File: src/rtl/arp_cache_table.sv
// arp_cache_table: DEPTH-entry IP->MAC cache with learn, scanned lookup, flush, RR replacement.
// Optional per-entry aging is enabled by defining ARP_CACHE_AGING_EN.
module arp_cache_table #(
    parameter int unsigned DEPTH    = 8,
    parameter int unsigned AGE_W    = 8,
    parameter int unsigned MAX_AGE  = 200,
    parameter int unsigned TICK_DIV = 125000
) (
    input  logic                    aclk,
    input  logic                    aresetn,
    input  logic [47:0]             mac_config_addr_in,
    input  logic [31:0]             ip_config_addr_in,
    output logic [47:0]             mac_config_addr_out,
    output logic [31:0]             ip_config_addr_out,
    input  logic [31:0]             learn_ip,
    input  logic [47:0]             learn_mac,
    input  logic                    learn_valid,
    input  logic [31:0]             lookup_ip,
    input  logic                    lookup_valid,
    output logic                    lookup_ready,
    output logic                    lookup_done,
    output logic                    lookup_hit,
    output logic [47:0]             lookup_mac,
    input  logic                    flush,
    output logic [$clog2(DEPTH):0]  entry_count
);
    localparam int unsigned IDX_W = $clog2(DEPTH);
    localparam int unsigned CNT_W = IDX_W + 1;

    typedef enum logic [1:0] {IDLE, SCAN, RESP} state_t;

    state_t           state;
    logic [IDX_W-1:0] scan_idx;
    logic [IDX_W-1:0] rr_ptr;
    logic [31:0]      lat_ip;
    logic [DEPTH-1:0] valid;
    logic [31:0]      ip_tab  [DEPTH];
    logic [47:0]      mac_tab [DEPTH];

    logic             learn_ok;
    logic             match_any;
    logic             free_any;
    logic [IDX_W-1:0] match_idx;
    logic [IDX_W-1:0] free_idx;
    logic [IDX_W-1:0] wr_idx;
    logic [DEPTH-1:0] expire;
    logic [DEPTH-1:0] valid_n;
    logic [CNT_W-1:0] count_n;
    logic             bypass;
    logic             scan_end;
    logic             scan_res_hit;
    logic [47:0]      scan_res_mac;
    logic             fast_hit;
    logic [47:0]      fast_mac;

    assign learn_ok = learn_valid && !flush && (learn_ip != '0)
                      && (learn_ip != ip_config_addr_in) && !learn_mac[40];

    always_comb begin
        match_any = 1'b0;
        match_idx = '0;
        free_any  = 1'b0;
        free_idx  = '0;
        for (int i = DEPTH - 1; i >= 0; i--) begin
            if (valid[i] && ip_tab[i] == learn_ip) begin
                match_any = 1'b1;
                match_idx = IDX_W'(i);
            end
            if (!valid[i]) begin
                free_any = 1'b1;
                free_idx = IDX_W'(i);
            end
        end
    end

    assign wr_idx = match_any ? match_idx : (free_any ? free_idx : rr_ptr);

    always_comb begin
        valid_n = flush ? '0 : (valid & ~expire);
        if (learn_ok)
            valid_n[wr_idx] = 1'b1;
        count_n = '0;
        for (int i = 0; i < DEPTH; i++)
            count_n = count_n + CNT_W'(valid_n[i]);
    end

    assign bypass   = learn_ok && (learn_ip == lat_ip);
    assign fast_hit = (lookup_ip == '1) || (lookup_ip == ip_config_addr_in);
    assign fast_mac = (lookup_ip == '1) ? '1 : mac_config_addr_in;

    // flush beats a same-cycle learn bypass, which beats the table compare
    always_comb begin
        scan_end     = 1'b0;
        scan_res_hit = 1'b0;
        scan_res_mac = '0;
        if (flush) begin
            scan_end = 1'b1;
        end else if (bypass) begin
            scan_end     = 1'b1;
            scan_res_hit = 1'b1;
            scan_res_mac = learn_mac;
        end else if (expire[scan_idx]) begin
            scan_end = 1'b1;
        end else if (valid[scan_idx] && ip_tab[scan_idx] == lat_ip) begin
            scan_end     = 1'b1;
            scan_res_hit = 1'b1;
            scan_res_mac = mac_tab[scan_idx];
        end else if (scan_idx == IDX_W'(DEPTH - 1)) begin
            scan_end = 1'b1;
        end
    end

    always_ff @(posedge aclk) begin
        if (learn_ok) begin
            ip_tab[wr_idx]  <= learn_ip;
            mac_tab[wr_idx] <= learn_mac;
        end
    end

    always_ff @(posedge aclk) begin
        if (!aresetn) begin
            state               <= IDLE;
            scan_idx            <= '0;
            rr_ptr              <= '0;
            lat_ip              <= '0;
            valid               <= '0;
            entry_count         <= '0;
            mac_config_addr_out <= '0;
            ip_config_addr_out  <= '0;
            lookup_ready        <= 1'b0;
            lookup_done         <= 1'b0;
            lookup_hit          <= 1'b0;
            lookup_mac          <= '0;
        end else begin
            mac_config_addr_out <= mac_config_addr_in;
            ip_config_addr_out  <= ip_config_addr_in;
            valid               <= valid_n;
            entry_count         <= count_n;
            if (learn_ok && !match_any && !free_any)
                rr_ptr <= rr_ptr + 1'b1;

            lookup_done <= 1'b0;
            lookup_hit  <= 1'b0;
            lookup_mac  <= '0;
            unique case (state)
                IDLE: begin
                    if (lookup_valid && lookup_ready) begin
                        lat_ip       <= lookup_ip;
                        scan_idx     <= '0;
                        lookup_ready <= 1'b0;
                        if (fast_hit) begin
                            state       <= RESP;
                            lookup_done <= 1'b1;
                            lookup_hit  <= 1'b1;
                            lookup_mac  <= fast_mac;
                        end else begin
                            state <= SCAN;
                        end
                    end else begin
                        lookup_ready <= 1'b1;
                    end
                end
                SCAN: begin
                    if (scan_end) begin
                        state       <= RESP;
                        lookup_done <= 1'b1;
                        lookup_hit  <= scan_res_hit;
                        lookup_mac  <= scan_res_mac;
                    end else begin
                        scan_idx <= scan_idx + 1'b1;
                    end
                end
                RESP: begin
                    state        <= IDLE;
                    lookup_ready <= 1'b1;
                end
                default: state <= IDLE;
            endcase
        end
    end

`ifdef ARP_CACHE_AGING_EN
    localparam int unsigned TICK_W = (TICK_DIV > 1) ? $clog2(TICK_DIV) : 1;

    logic [TICK_W-1:0] tick_cnt;
    logic              tick;
    logic [AGE_W-1:0]  age [DEPTH];

    assign tick = (tick_cnt == TICK_W'(TICK_DIV - 1));

    // a learn that targets an entry keeps it alive even on its expiry tick
    always_comb begin
        for (int i = 0; i < DEPTH; i++)
            expire[i] = tick && valid[i] && (age[i] == AGE_W'(MAX_AGE - 1))
                        && !(learn_ok && wr_idx == IDX_W'(i));
    end

    always_ff @(posedge aclk) begin
        if (!aresetn) begin
            tick_cnt <= '0;
            for (int i = 0; i < DEPTH; i++)
                age[i] <= '0;
        end else begin
            tick_cnt <= tick ? '0 : tick_cnt + 1'b1;
            for (int i = 0; i < DEPTH; i++) begin
                if (learn_ok && wr_idx == IDX_W'(i))
                    age[i] <= '0;
                else if (tick && valid[i])
                    age[i] <= age[i] + 1'b1;
            end
        end
    end
`else
    assign expire = '0;

    // aging parameters have no effect here; keep them referenced
    if (AGE_W == 0 || MAX_AGE == 0 || TICK_DIV == 0) begin : g_aging_params_unused
    end
`endif

endmodule

File: config.mk
export PLATFORM = sky130hd
export DESIGN_NAME = arp_cache_table
export DESIGN_NICKNAME = d
export VERILOG_FILES = /design/src/rtl/arp_cache_table.sv
export SDC_FILE = /design/constraint.sdc
export NUM_CORES = 1
export LEC_CHECK = 0
export CORE_MARGIN = 8
export CORE_UTILIZATION = 30
export DETAILED_ROUTE_END_ITERATION = 6
export PLACE_DENSITY_LB_ADDON = 0.25
export SLEW_MARGIN = 20
export SYNTH_ARGS = -nofsm -noshare
export SYNTH_HDL_FRONTEND = slang
export SYNTH_SLANG_ARGS = --single-unit
File: constraint.sdc
create_clock -name aclk -period 13.1 [get_ports aclk]
set_input_delay 2.62 -clock aclk [delete_from_list [all_inputs] [get_ports aclk]]
set_output_delay 2.62 -clock aclk [all_outputs]
set_load 0.05 [all_outputs]
* Word level (Yosys, flattened, before mapping)
Memory sizes are Yosys's and may differ from the RTL's. A register that Yosys moved wholly into a read port is not among the register bits. Cells that the tools add are included.
Storage, ports and cells: flip-flop bits (word level) 183, latch bits 0, RAM bits 640, bits in read-only memories 8, input bits 197, logic and storage cells 159, memories kept 3
Memory list:
- mac_tab | words 8, width 48, rd ports 1, clocked after Yosys merged registers in 1, wr ports 1, RTL line 38 | logic [47:0] mac_tab [DEPTH];
- ip_tab | words 8, width 32, rd ports 9, clocked after Yosys merged registers in 1, wr ports 1, RTL line 37 | logic [31:0] ip_tab [DEPTH];
- (name not given) | words 8, width 1, rd ports 1, clocked after Yosys merged registers in 1, wr ports 0, RTL line 102 | end else if (expire[scan_idx]) begin
Operators by class: add/sub/neg operators 9, multiply operators 0, div/mod/pow operators 0, $lt $le $gt $ge 3, eq/ne operators 19, shift-type cells 0, muxes and demuxes 82, bitwise gates (word level) 1, reduce and logical (&&, ||, !) cells 30
Operator list (count):
- two-way mux 48 bit | 8
- equality test 32 bit | 11
- one-hot mux 48 bit (2 select lines) | 1
- two-way mux 3 bit | 26
- two-way mux 1 bit | 35
- equality test 32 bit, second input constant | 1
- != test 32 bit | 1
- nonzero test 32 bit | 1
- logical AND 1 bit | 18
- adder 4 x 1 -> 4 bit | 4
- two-way mux 8 bit | 2
- < comparator 3 x 4 -> 1 bit, second input constant | 2
- OR 8 bit | 1
- adder 3 x 1 -> 3 bit, second input constant | 2
- two-way mux 2 bit | 3
- != test 2 bit, second input constant | 3
- one-hot mux 1 bit (2 select lines) | 3
- one-hot mux 3 bit (2 select lines) | 1
- adder 3 x 1 -> 4 bit | 1
- logical NOT 1 bit | 4
- one-hot mux 2 bit (2 select lines) | 1
- AND reduction 2 bit | 2
- nonzero test 2 bit | 2
- adder 2 x 1 -> 3 bit | 1
- 10 further kinds | 10

* Longest topological paths before layout
Gate-level depths: netlist of run 1. An unclocked memory read counts as a cell.
depth after elaboration 25, mapped depth 19, gate-level depth less buffers 17

* Least setup slack after synthesis of run 1
Ideal clock, no wire load.
kind input to register, start point in learn_ip[12], end point reg entry_count[2], setup time 0.115 ns, arrival 11.311 ns, required time 12.985 ns, slack 1.674 ns, stages 19, path through clkbuf_1 > xor2_1 > nor4_1 > nand4_1 > or3_1 > nand4_1 > nor3_1 > o31ai_1 > clkbuf_1 > nor2b_1 > nor2_1 > fa_1 > fa_1 > inv_1 > fa_1 > ha_1 > fa_1 > xor2_1 > and2_1
On the way: longest elaborated chain between the ends 24, elaborated cells on any way between the ends 52
RTL lines:
- start: declaration | RTL line 15 | input logic [31:0] learn_ip,
- equality test 32 bit | RTL line 65 | if (valid[i] && ip_tab[i] == learn_ip) begin
- logical AND 1 bit | RTL line 65
- two-way mux 3 bit or two-way mux 1 bit (tied branches) (8 in series) | RTL line 65
- two-way mux 3 bit | RTL line 76 | assign wr_idx = match_any ? match_idx : (free_any ? free_idx : rr_ptr);
- < comparator 3 x 4 -> 1 bit (not written as such) or greater-or-equal comparator 3 x 1 -> 1 bit (tied branches) | RTL line 81 | valid_n[wr_idx] = 1'b1;
- logical AND 1 bit (not written as such) | RTL line 81
- two-way mux 1 bit (not written as such) | RTL line 81
- demux 1 bit (select 3 bit) | RTL line 81
- OR 8 bit (no line)
- two-way mux 8 bit * | RTL line 80 | if (learn_ok)
- adder 1 x 1 -> 2 bit | RTL line 84 | count_n = count_n + CNT_W'(valid_n[i]);
- adder 2 x 1 -> 3 bit | RTL line 84
- adder 3 x 1 -> 4 bit | RTL line 84
- adder 4 x 1 -> 4 bit (3 in series) | RTL line 84
- adder 4 x 1 -> 4 bit * | RTL line 84
- end signal: assignment | RTL line 138 | entry_count <= count_n;
- end: declaration | RTL line 25 | output logic [$clog2(DEPTH):0] entry_count
Mark *: on every way between the ends. The rest lies on a longest branch, timed or not. A chain may end at the register's enable or synchronous reset.

* Worst setup path after layout of run 1
start point in learn_ip[13], end point reg entry_count[2]
Same word-level chain as after synthesis.

==> key figures, run 1 <==
Status
  • Run status: complete, no violations

Finish
  • Area growth, synth to finish: 23.3%
  • Nets: 2818
  • Layout cells sized above 1: between 10 and 15%

Yosys
  • Post-synthesis cell area: ~35000 µm²
  • Synth Area per Inst: around 16 µm²
  • Synth cell types: 45
  • EDFF count, synth: 640
  • Sequential share of the synthesized area: between 60 and 70%
  • Cells after Synth: ~2.3k
  • Ys flop type: edfxtp_1
  • Area contributors post-synth: edfxtp_1 (55%), dfxtp_1 (11%), mux4_2 (10%), xor2_1 (6.2%), xnor2_1 (3.4%)
  • Largest area contributor in the netlist: edfxtp_1
  • Post-synth top cells: edfxtp_1 (640), xor2_1 (249), dfxtp_1 (186)
  • Yosys reg bits: 826
  • Most frequent cell after synthesis: edfxtp_1
  • FFs w/ async S/R, synth: 0%
  • Synth top area share: between 50% and 60%
  • Syn Nets: approximately 2.5k
  • Synth warnings: 0

Timing
  • Fin crit share: 70.8%
  • Minimum clock period: between 9 and 10 ns
  • RSZ-0062 raised after global routing: no
  • Final TNS setup: 0 ns
  • Final hold vios: 0
  • Final Skew: between 0.07 and 0.08 ns
  • Final worst setup slack: roughly 3.8 ns
  • Max_slew headroom: about 23%
  • Max Fclk: 108 MHz
  • Worst Tran Pin Value: 1.16 ns
  • Slew Viols, Final: 0
  • Setup violators final: 0

Worst setup path
  • Reg2reg start: ip_tab[5][29]$_DFFE_PP_
  • CP startpoint: learn_ip[13]
  • Critical Path AT: 9.86 ns
  • Worst R2R Setup Slack: 6.26 ns
  • Critical path capture point type: register
  • Worst path required time: around 14 ns
  • Crit Path Max Fanout: 41
  • CP startpoint kind: primary input
  • Setup Crit Path Kind: primary input to register

Pwr
  • Lkg Pwr: 13.6 nW
  • Max IR drop VDD: ~0.084 mV
  • Tot Pwr: slightly below 6 mW
  • PwrDens: around 130 nW/µm²

Clock tree
  • Post-cts gate resize count: 0
  • Reg clk slew, reported paths: about 0.060 ns
  • Post-CTS Setup Bufs: 0
  • CTS buffer count: 93
  • Clock Latency Late Sink: just over 0.7 ns
  • Clock Path Buffers: 3
  • Hold Buf Count CTS: 0
  • H-Tree Depth: 3
  • CTS sink cnt: ~830
  • Clock tree root buffer cell: clkbuf_16
  • TritonCTS clock tree: done

Detailed routing
  • Antenna Nets Post-Route: 0
  • Routed vias: between 20k and 25k
  • Via density: around 5.0
  • DR WL/cell: roughly 28 µm
  • Final wirelength: 119000 µm
  • Residual DRC: 0
  • Drt first pass iters: 5
  • Initial drt markers: roughly 1.7k

Global route
  • Vias in the first global route: ~22k
  • Largest net degree at the start of global routing: about 100
  • Gr ovfl total: 0
  • First-pass GRT wire length: between 150000 and 200000 µm
  • Overall global routing resource usage: 18.0%
  • Antenna violations before repair: 5

Flow run
  • Max Cap Viol: 0

Floorplanning
  • Die width: about 360 µm
  • Top Ports: roughly 330
  • # rows: about 130
  • Area of the die: roughly 130000 µm²
  • Die height: about 360 µm
  • Core area: approximately 120000 µm²
  • Initial Util: slightly above 30%

Placement
  • Setup WS pre-CTS: 2.83 ns
  • Post-DP HPWL: 80500 µm
  • Routability Congestion: roughly 0.9
  • Port Buffers: ~330

Worst hold path
  • Worst hold path startpoint: lat_ip[27]$_SDFFE_PN0P_
  • Hold Path Class: register to register
## placed cells by master (no fill, tap or decap), drive strengths merged, types with 55 or more instances in the layout
cell and count:
dfxtp 186, mux4 160, nor4 69, and2 92, nand2 130, nand4 55
buf 58, mux2i 84, edfxtp 640, xnor2 136, xor2 249, clkbuf 122
clkdlybuf4s50 329
## layout make-up
class                      count  area, µm²
clock buffer                 122       2480
clock inverter                52        519
antenna                        3       7.51
multi-input combinational   1294      11700
timing repair buffer         387       3740
sequential                   826      23000
tap                         1524       1910
fill                       10800      72800
inverter                       9       36.3
## power breakdown
| part | internal (mW) | total (mW) | leakage, nW | switching, mW |
|---|---|---|---|---|
| Sequential | 2.85 | 2.87 | 7.29 | 0.0192 |
| Combinational | 0.164 | 0.417 | 4.83 | 0.253 |
| Clock | 1.43 | 2.55 | 1.45 | 1.12 |
## cells by family (layout without fill, tap and decap cells)
group,Yosys count,after routing,share of synthesized area [%]
AOI/OAI and AO/OA,162,162,2.89
xor gates and xnor gates,385,385,9.58
adders and majority gates,10,10,0.441
buffers and inverters,135,570,1.68
DFF,826,826,65.2
muxes,245,245,12.7
other,0,3,0
and+or+nand+nor,492,492,7.53
## registers in the layout, summed over array words and instances, names as in the netlist, 2 cells and up, named ones only
name and cells:
lookup_mac 48, entry_count 4, ip_tab 256, state 2, mac_tab 384, ip_config_addr_out 32, scan_idx 3, valid 8
mac_config_addr_out 48, rr_ptr 3, lat_ip 32
## through the flow
step / utilization [%] / hold WS, ns / cells / instance area [µm²]
4_1_cts: 37.3 / 0.525 / 4214 / 43400
3_5_place_dp: 34.7 / 0.517 / 4040 / 40400
3_3_place_gp: 34.7 / 0.506 / 4040 / 40400
5_1_grt: 37.3 / 0.550 / 4214 / 43400
2_1_floorplan: - / 0.477 / 2255 / 35200
6_report: 37.3 / 0.517 / 4217 / 43400
## critical path, stage by stage
cell	delay (ns)
clkdlybuf4s50_1	0.70
buf_4	0.34
xor2_1	0.11
nor4_1	0.77
nand3_1	0.20
or3_1	0.46
nand4_1	0.22
nor3_1	0.11
o31ai_4	0.70
nor2b_4	0.26
buf_4	0.60
nor2_1	0.16
fa_1	0.53
fa_1	0.51
inv_1	0.06
fa_1	0.44
ha_1	0.25
fa_1	0.45
xor2_1	0.15
and2_1	0.16
## path summary, 6_finish.rpt
kind	cells past startpoint	to
worst max-delay path	20	entry_count[2]$_SDFF_PN0_
worst min-delay path	2	lat_ip[27]$_SDFFE_PN0P_
worst max register to register	18	entry_count[2]$_SDFF_PN0_
worst min register to register	2	lat_ip[27]$_SDFFE_PN0P_
## routing by layer
| layer | share of wire (%) | global-route usage [%] | vias to the layer above |
|---|---|---|---|
| li1 | - | - | 9214 |
| met2 | 48 | 29.9 | 709 |
| met5 | 0 | 0 | - |
| met3 | 5.5 | 2.99 | 173 |
| met4 | 2.8 | 5.60 | 0 |
| met1 | 44 | 24.1 | 11100 |
No activity file was read; power rests on OpenSTA's default activity.
==> run 2, diff against run 1 <==
==> constraint.sdc (replaced) <==
create_clock -name aclk -period 9.4 [get_ports aclk]
set_input_delay 1.88 -clock aclk [delete_from_list [all_inputs] [get_ports aclk]]
set_output_delay 1.88 -clock aclk [all_outputs]
set_load 0.05 [all_outputs]
==> run 2 against run 1 <==
  * Utilization rose by 0.19 points
  * Sequential share of layout area fell by 0.26 points
  * Critical endpoint unchanged
  * Register-to-register slack got worse by 2.8 ns
  * Highest routed layer is now met5
  * Die area did not move
  * Sequential power rose by 39%
  * Combinational power rose by 41%
  * Final cell count barely moved
  * First-iteration DRC count rose by 4.3%
  * Clock-buffer cell count rose by 2
==> key figures, run 2 (synthesis gave the netlist of run 1 again) <==
Global route
  • Largest net degree at the start of global routing: roughly 110
  • Vias in the first global route: approximately 22k
  • Overall global routing resource usage: a little under a fifth
  • First-pass GRT wire length: 170000 µm
  • Gr ovfl total: 0
  • Antenna violations before repair: 6

Clock tree
  • Post-cts gate resize count: 0
  • Clock Latency Late Sink: between 0.6 and 0.7 ns
  • Hold Buf Count CTS: 0
  • TritonCTS clock tree: done
  • Clock tree root buffer cell: clkbuf_16
  • Clock Path Buffers: 3
  • CTS sink cnt: around 830
  • CTS buffer count: a little over 90
  • H-Tree Depth: 3
  • Post-CTS Setup Bufs: 0
  • Reg clk slew, reported paths: around 0.060 ns

Finish
  • Finished Cell Area: ~44000 µm²
  • Biggest regs: mac_tab (384), ip_tab (256)
  • Nets: ~2.8k
  • Register area: about 23000 µm²
  • # fillers: roughly 11k
  • Layout cells sized above 1: between 10% and 20%
  • Top reg by flops: mac_tab
  • Area growth, synth to finish: 23.9%
  • Commonest non-fill, non-tap cell in the layout: edfxtp_1
  • Area of the multi-input gates: 11700 µm²
  • Most frequent cells in the layout: edfxtp_1 (640), clkdlybuf4s50_1 (326), xor2_1 (249)
  • Max reg flops: 384

Detailed routing
  • Drt first pass iters: 6
  • Met3 routed WL: 6890 µm
  • Via density: roughly 5
  • Initial drt markers: 1793
  • Final wirelength: around 120000 µm
  • Top Metal Used: met5
  • Routed vias: between 20k and 25k
  • Residual DRC: 0
  • Met2 WL: about 60000 µm
  • Antenna Nets Post-Route: 0
  • DR WL/cell: roughly 28 µm
  • Met1 Wirelength: about 52000 µm

Worst setup path
  • Crit Path Max Fanout: 12
  • Critical-path top delay cell: clkdlybuf4s50_1
  • Crit-path most repeated cell: fa_1
  • Worst-path cell chain: clkdlybuf4s50_1 > buf_4 > xor2_1 > nor4_1 > nand3_1 > or3_1 > nand4_1 > nor3_1 > o31ai_2 > buf_4 > a2bb2oi_1 > fa_1 > fa_1 > inv_1 > fa_1 > ha_1 > fa_1 > xor2_1 > and2_1
  • CP startpoint kind: primary input
  • Worst path required time: approximately 10 ns
  • CP max stage delay: about 1 ns
  • Reg2reg end: entry_count[2]$_SDFF_PN0_
  • Setup Crit Path Kind: primary input to register
  • R2R cell count: 17
  • Critical Path End: entry_count[2]$_SDFF_PN0_
  • Reg2reg start: ip_tab[7][8]$_DFFE_PP_
  • Worst R2R Setup Slack: 3.51 ns
  • Critical Path AT: approximately 8.4 ns
  • Critical path capture point type: register
  • CP startpoint: learn_ip[14]

Floorplanning
  • Initial Util: a little under a third
  • Die height: 358 µm
  • # rows: approximately 130
  • Top Ports: about 330
  • Die width: around 360 µm
  • Area of the die: 128000 µm²
  • Core area: ~120000 µm²

Pwr
  • Lkg Pwr: ~14 nW
  • PwrDens: ~190 nW/µm²
  • Net Sw Power: between 1.5 and 2 mW
  • Sw Share: 23.1%
  • Max IR drop VDD: about 0.15 mV
  • Comb power frac: approximately 7.0%
  • Int Power: ~6.4 mW
  • Sequential share of power: 47.9%
  • Clock power frac: 45.0%
  • Tot Pwr: approximately 8.3 mW

Placement
  • DP Area: just over 40000 µm²
  • Post-DP HPWL: roughly 82000 µm
  • Routability Congestion: about 0.93
  • Port Buffers: 331

Timing
  • Worst Tran Pin Value: around 1.1 ns
  • Final hold vios: 0
  • Setup violators final: 0
  • Final TNS setup: 0 ns
  • RSZ-0062 raised after global routing: no
  • Minimum clock period: slightly below 8 ns
  • Max Fclk: ~130 MHz
  • Final Skew: about 0.056 ns
  • Max_slew headroom: between 20% and 30%
  • Fin crit share: between 80% and 90%
  • Slew Viols, Final: 0

Flow run
  • Max Cap Viol: 0

Status
  • Run status: complete, no violations

Worst hold path
  • Hold Path Class: register to register
==> run 2: metal layers <==
metal | vias to the layer above | global-route usage, %
met2 | 724 | 30.6
met4 | 4 | 4.57
met1 | 11100 | 24.2
met5 | - | 0
met3 | 136 | 3.32
li1 | 9215 | -
==> run 2: layout make-up <==
| class | count | share of cell area, % |
|---|---|---|
| Antenna cell | 5 | 0.0287 |
| Clock buffer | 124 | 5.88 |
| Clock inverter | 47 | 1.40 |
| Inverter | 9 | 0.0832 |
| Multi-Input combinational cell | 1294 | 26.9 |
| Sequential cell | 826 | 52.7 |
| Tap cell | 1524 | 4.37 |
| Timing Repair Buffer | 387 | 8.70 |
==> run 2: worst min-delay path by stage <==
stage,startpoint,endpoint,slack (ns),cells after the start
after global placement,lat_ip[11]$_SDFFE_PN0P_,lat_ip[11]$_SDFFE_PN0P_,0.50,2
final,lat_ip[20]$_SDFFE_PN0P_,lat_ip[20]$_SDFFE_PN0P_,0.52,2
after floorplan,lat_ip[20]$_SDFFE_PN0P_,lat_ip[20]$_SDFFE_PN0P_,0.48,2
after detailed placement,lat_ip[11]$_SDFFE_PN0P_,lat_ip[11]$_SDFFE_PN0P_,0.51,2
after CTS,lat_ip[11]$_SDFFE_PN0P_,lat_ip[11]$_SDFFE_PN0P_,0.52,2
after global routing,lat_ip[6]$_SDFFE_PN0P_,lat_ip[6]$_SDFFE_PN0P_,0.55,2
==> run 2: worst max-delay path, delay by kind of cell <==
kind            cells  cell delay, ns
fa+ha+maj           5            2.11
simple gates        6            1.90
buf+inv             4            1.65
compound gates      2            0.57
xor+xnor            2            0.24
==> run 2: power groups by stage <==
stage / clock network [mW] / logic, mW / registers (mW)
after global routing: 3.96 / 0.618 / 4.00
after detailed placement: 0 / 0.587 / 4.07
final: 3.75 / 0.586 / 4.00
after floorplan: 0 / 0.217 / 4.13
after global placement: 0 / 0.586 / 4.07
after CTS: 3.83 / 0.591 / 4.00
==> run 2: stage by stage <==
step,setup slack [ns],instances,util [%],hold WS [ns]
after floorplan,0.307,2255,-,0.477
after global placement,0.878,4040,34.8,0.499
after detailed placement,0.889,4040,34.8,0.507
after CTS,1.60,4211,37.5,0.522
after global routing,1.45,4213,37.5,0.547
final,1.58,4216,37.5,0.517
==> variant: new RTL, flow settings as in run 2 <==
The option `ARP_CACHE_AGING_EN` is turned on by a define.
--- a/src/rtl/arp_cache_table.sv
+++ b/src/rtl/arp_cache_table.sv
@@ -1,5 +1,7 @@
 // arp_cache_table: DEPTH-entry IP->MAC cache with learn, scanned lookup, flush, RR replacement.
 // Optional per-entry aging is enabled by defining ARP_CACHE_AGING_EN.
+`define ARP_CACHE_AGING_EN
+
 module arp_cache_table #(
     parameter int unsigned DEPTH    = 8,
     parameter int unsigned AGE_W    = 8,
Function: not settled (the Yosys comparison gave no result); the edit may change what the design does.
==> variant against run 2 <==
Non-clock buffer count increased by 31; area after synthesis rose by 14%; cell area up 13%; routed wire length increased by 15%; sequential cell count is 81 higher; utilization decreased by 0.54 points; die area rose by 13%; power is 9.4% higher; worst setup slack improved by 100 ps; highest routed layer unchanged.
==> variant: results (changes against run 2) <==
- The longest individual stage delay on the worst path came to 1100 ps (+70 ps).
- Synth cell types: 69 (+53%)
- CTS Buffer Depth: 3 (unchanged)
- Cell with the largest stage delay on the worst path: sky130_fd_sc_hd__clkdlybuf4s50_1
- The number of synthesized flops with an enable pin was 704 (+10%).
* Number of antenna violations at the first check in global routing: 17 (+11)
* Routed WL per cell: 27.5 um (-3.1%)
- The tightest slew margin relative to the limit is 0.286 (+0.0251).
* Total of buffers placed on input and output ports: 331 (unchanged)
- Proportion of synthesized chip area in sequential cells: 0.629 (-0.0231)
- Routability-driven placement congestion ratio: 0.967 (+3.8%)
- Net count after synthesis: 2988 (+21%)
* Post-synthesis share of cell area spent on full adders, half adders and majority gates: 0.00668 (+0.00227)
* Final Net Count: 3358 (+19%)
- The layout filler cell count was 12700 (+16%).
* Multiplexer fraction of the synthesized cell area: 0.112 (-0.0149)
- Outcome: completed
* H-Tree Level Count: 3 (unchanged)
- Class of the most critical hold timing path: flip-flop to flip-flop
- The DRC violation count after routing was 0 (unchanged).
- Family with the most delay on the worst path: simple AND/OR/NAND/NOR gates
- Internal power component: 6.95 mW (+8.6%)
- Largest net degree at the start of global routing: 82 (-27%)
- The largest registers in the layout are mac_tab (384), ip_tab (256), age (64).
* Number of synthesis warnings: 0 (unchanged)
* Post-Synth XOR/XNOR Area: 0.0977 (+0.00186)
- Drt first pass iters: 5 (-1)
* Clock-pin slew on the worst setup and hold paths: 60 ps (about the same)
- Number of global-route vias before repair: 26400 (+18%)
* Total clock buffers created by CTS: 102 (+12%)
* Via-to-Cell Ratio: 5.18 (+3.1%)
* Wire length of the first global-routing pass: 196000 um (+16%)
* Fin Clk Skew: 80.8 ps (+24.6 ps)
- The complex-gate fraction of the synthesized area was 0.0357 (+0.00678).
- Ratio of cells with drive above 1 in the final layout: 0.135 (-0.00801)
* Post-CTS setup buffer count: 0 (unchanged)
- The total global routing track utilization is 0.183 (+0.000923).
- The highest net fanout along the worst path is 15 (+3).
- The share of async-settable or async-resettable flops after synthesis was 0 (unchanged).
- Leading post-synthesis cells by cell area: sky130_fd_sc_hd__edfxtp_1 53%, sky130_fd_sc_hd__dfxtp_1 10%, sky130_fd_sc_hd__mux4_2 9.1%
* Cell area reported after detailed placement: 45700 um2 (+13%)
- In the synthesized netlist the dominant register cell turns out to be sky130_fd_sc_hd__edfxtp_1.
- The number of resized instances in the post-cts repair step is 0 (unchanged).
- Top cell types by occurrence after synthesis: 704 x sky130_fd_sc_hd__edfxtp_1, 252 x sky130_fd_sc_hd__xor2_1, 205 x sky130_fd_sc_hd__nor2_1
- Standby leakage power: 15.4 nW (+13%)
- The clock insertion delay at the later pin of the skew report came to 760 ps (+70 ps).
- IR Drop Worst-Case VDD: 0.168 mV (+14%)
- HPWL Detailed: 95500 um (+16%)
- The count of routing violations after the opening detailed-route iteration was 2481 (+38%).
variant: path summary, 6_finish.rpt:
path / from / endpoint / slack [ps] / cells after the start
worst min-delay path: tick_cnt[0] / tick_cnt[0] / 500 / 1
worst max-delay path: learn_ip[5] / entry_count[2] / 1690 / 21
worst max register to register: ip_tab[4][9] / entry_count[2] / 3430 / 19
worst min register to register: tick_cnt[0] / tick_cnt[0] / 500 / 1
variant: cell families after synthesis:
kind of cell,Yosys count
simple gates,762
mux,245
compound gates,206
flops,907
buf+inv,186
fa+ha+maj,19
xor+xnor,447
variant: area by class of cell:
class / count / area (um2) / share of cell area
diodes: 5 / 12.5 / 0.000255
repair buffers: 418 / 4030 / 0.0819
well taps: 1768 / 2210 / 0.0450
inverters: 34 / 138 / 0.00280
clock inverters: 61 / 667 / 0.0136
multi-input cells: 1679 / 14100 / 0.287
clock buffers: 133 / 2750 / 0.0559
flip-flops and latches: 907 / 25200 / 0.513
variant: stage by stage:
step	hold slack, ps	instances	utilization	worst slack (ps)
3_3_place_gp	474	4806	0.344	1130
4_1_cts	501	5000	0.370	1850
5_1_grt	540	5002	0.370	1350
6_report	498	5005	0.370	1690
2_1_floorplan	453	2772	-	309
3_5_place_dp	487	4806	0.344	1100
variant: layer usage:
layer | track usage | vias up | share of wire
met5 | 0 | - | 0.00075
li1 | - | 11300 | -
met4 | 0.0588 | 16 | 0.033
met3 | 0.0471 | 252 | 0.074
met2 | 0.289 | 1080 | 0.46
met1 | 0.245 | 13300 | 0.43
variant: power groups by stage:
stage	sequential (mW)	combinational [mW]	clock, mW
global placement	4.49	0.664	0
finish	4.41	0.662	4.05
detailed placement	4.49	0.661	0
global route	4.41	0.700	4.30
floorplan	4.55	0.272	0
CTS	4.41	0.664	4.15
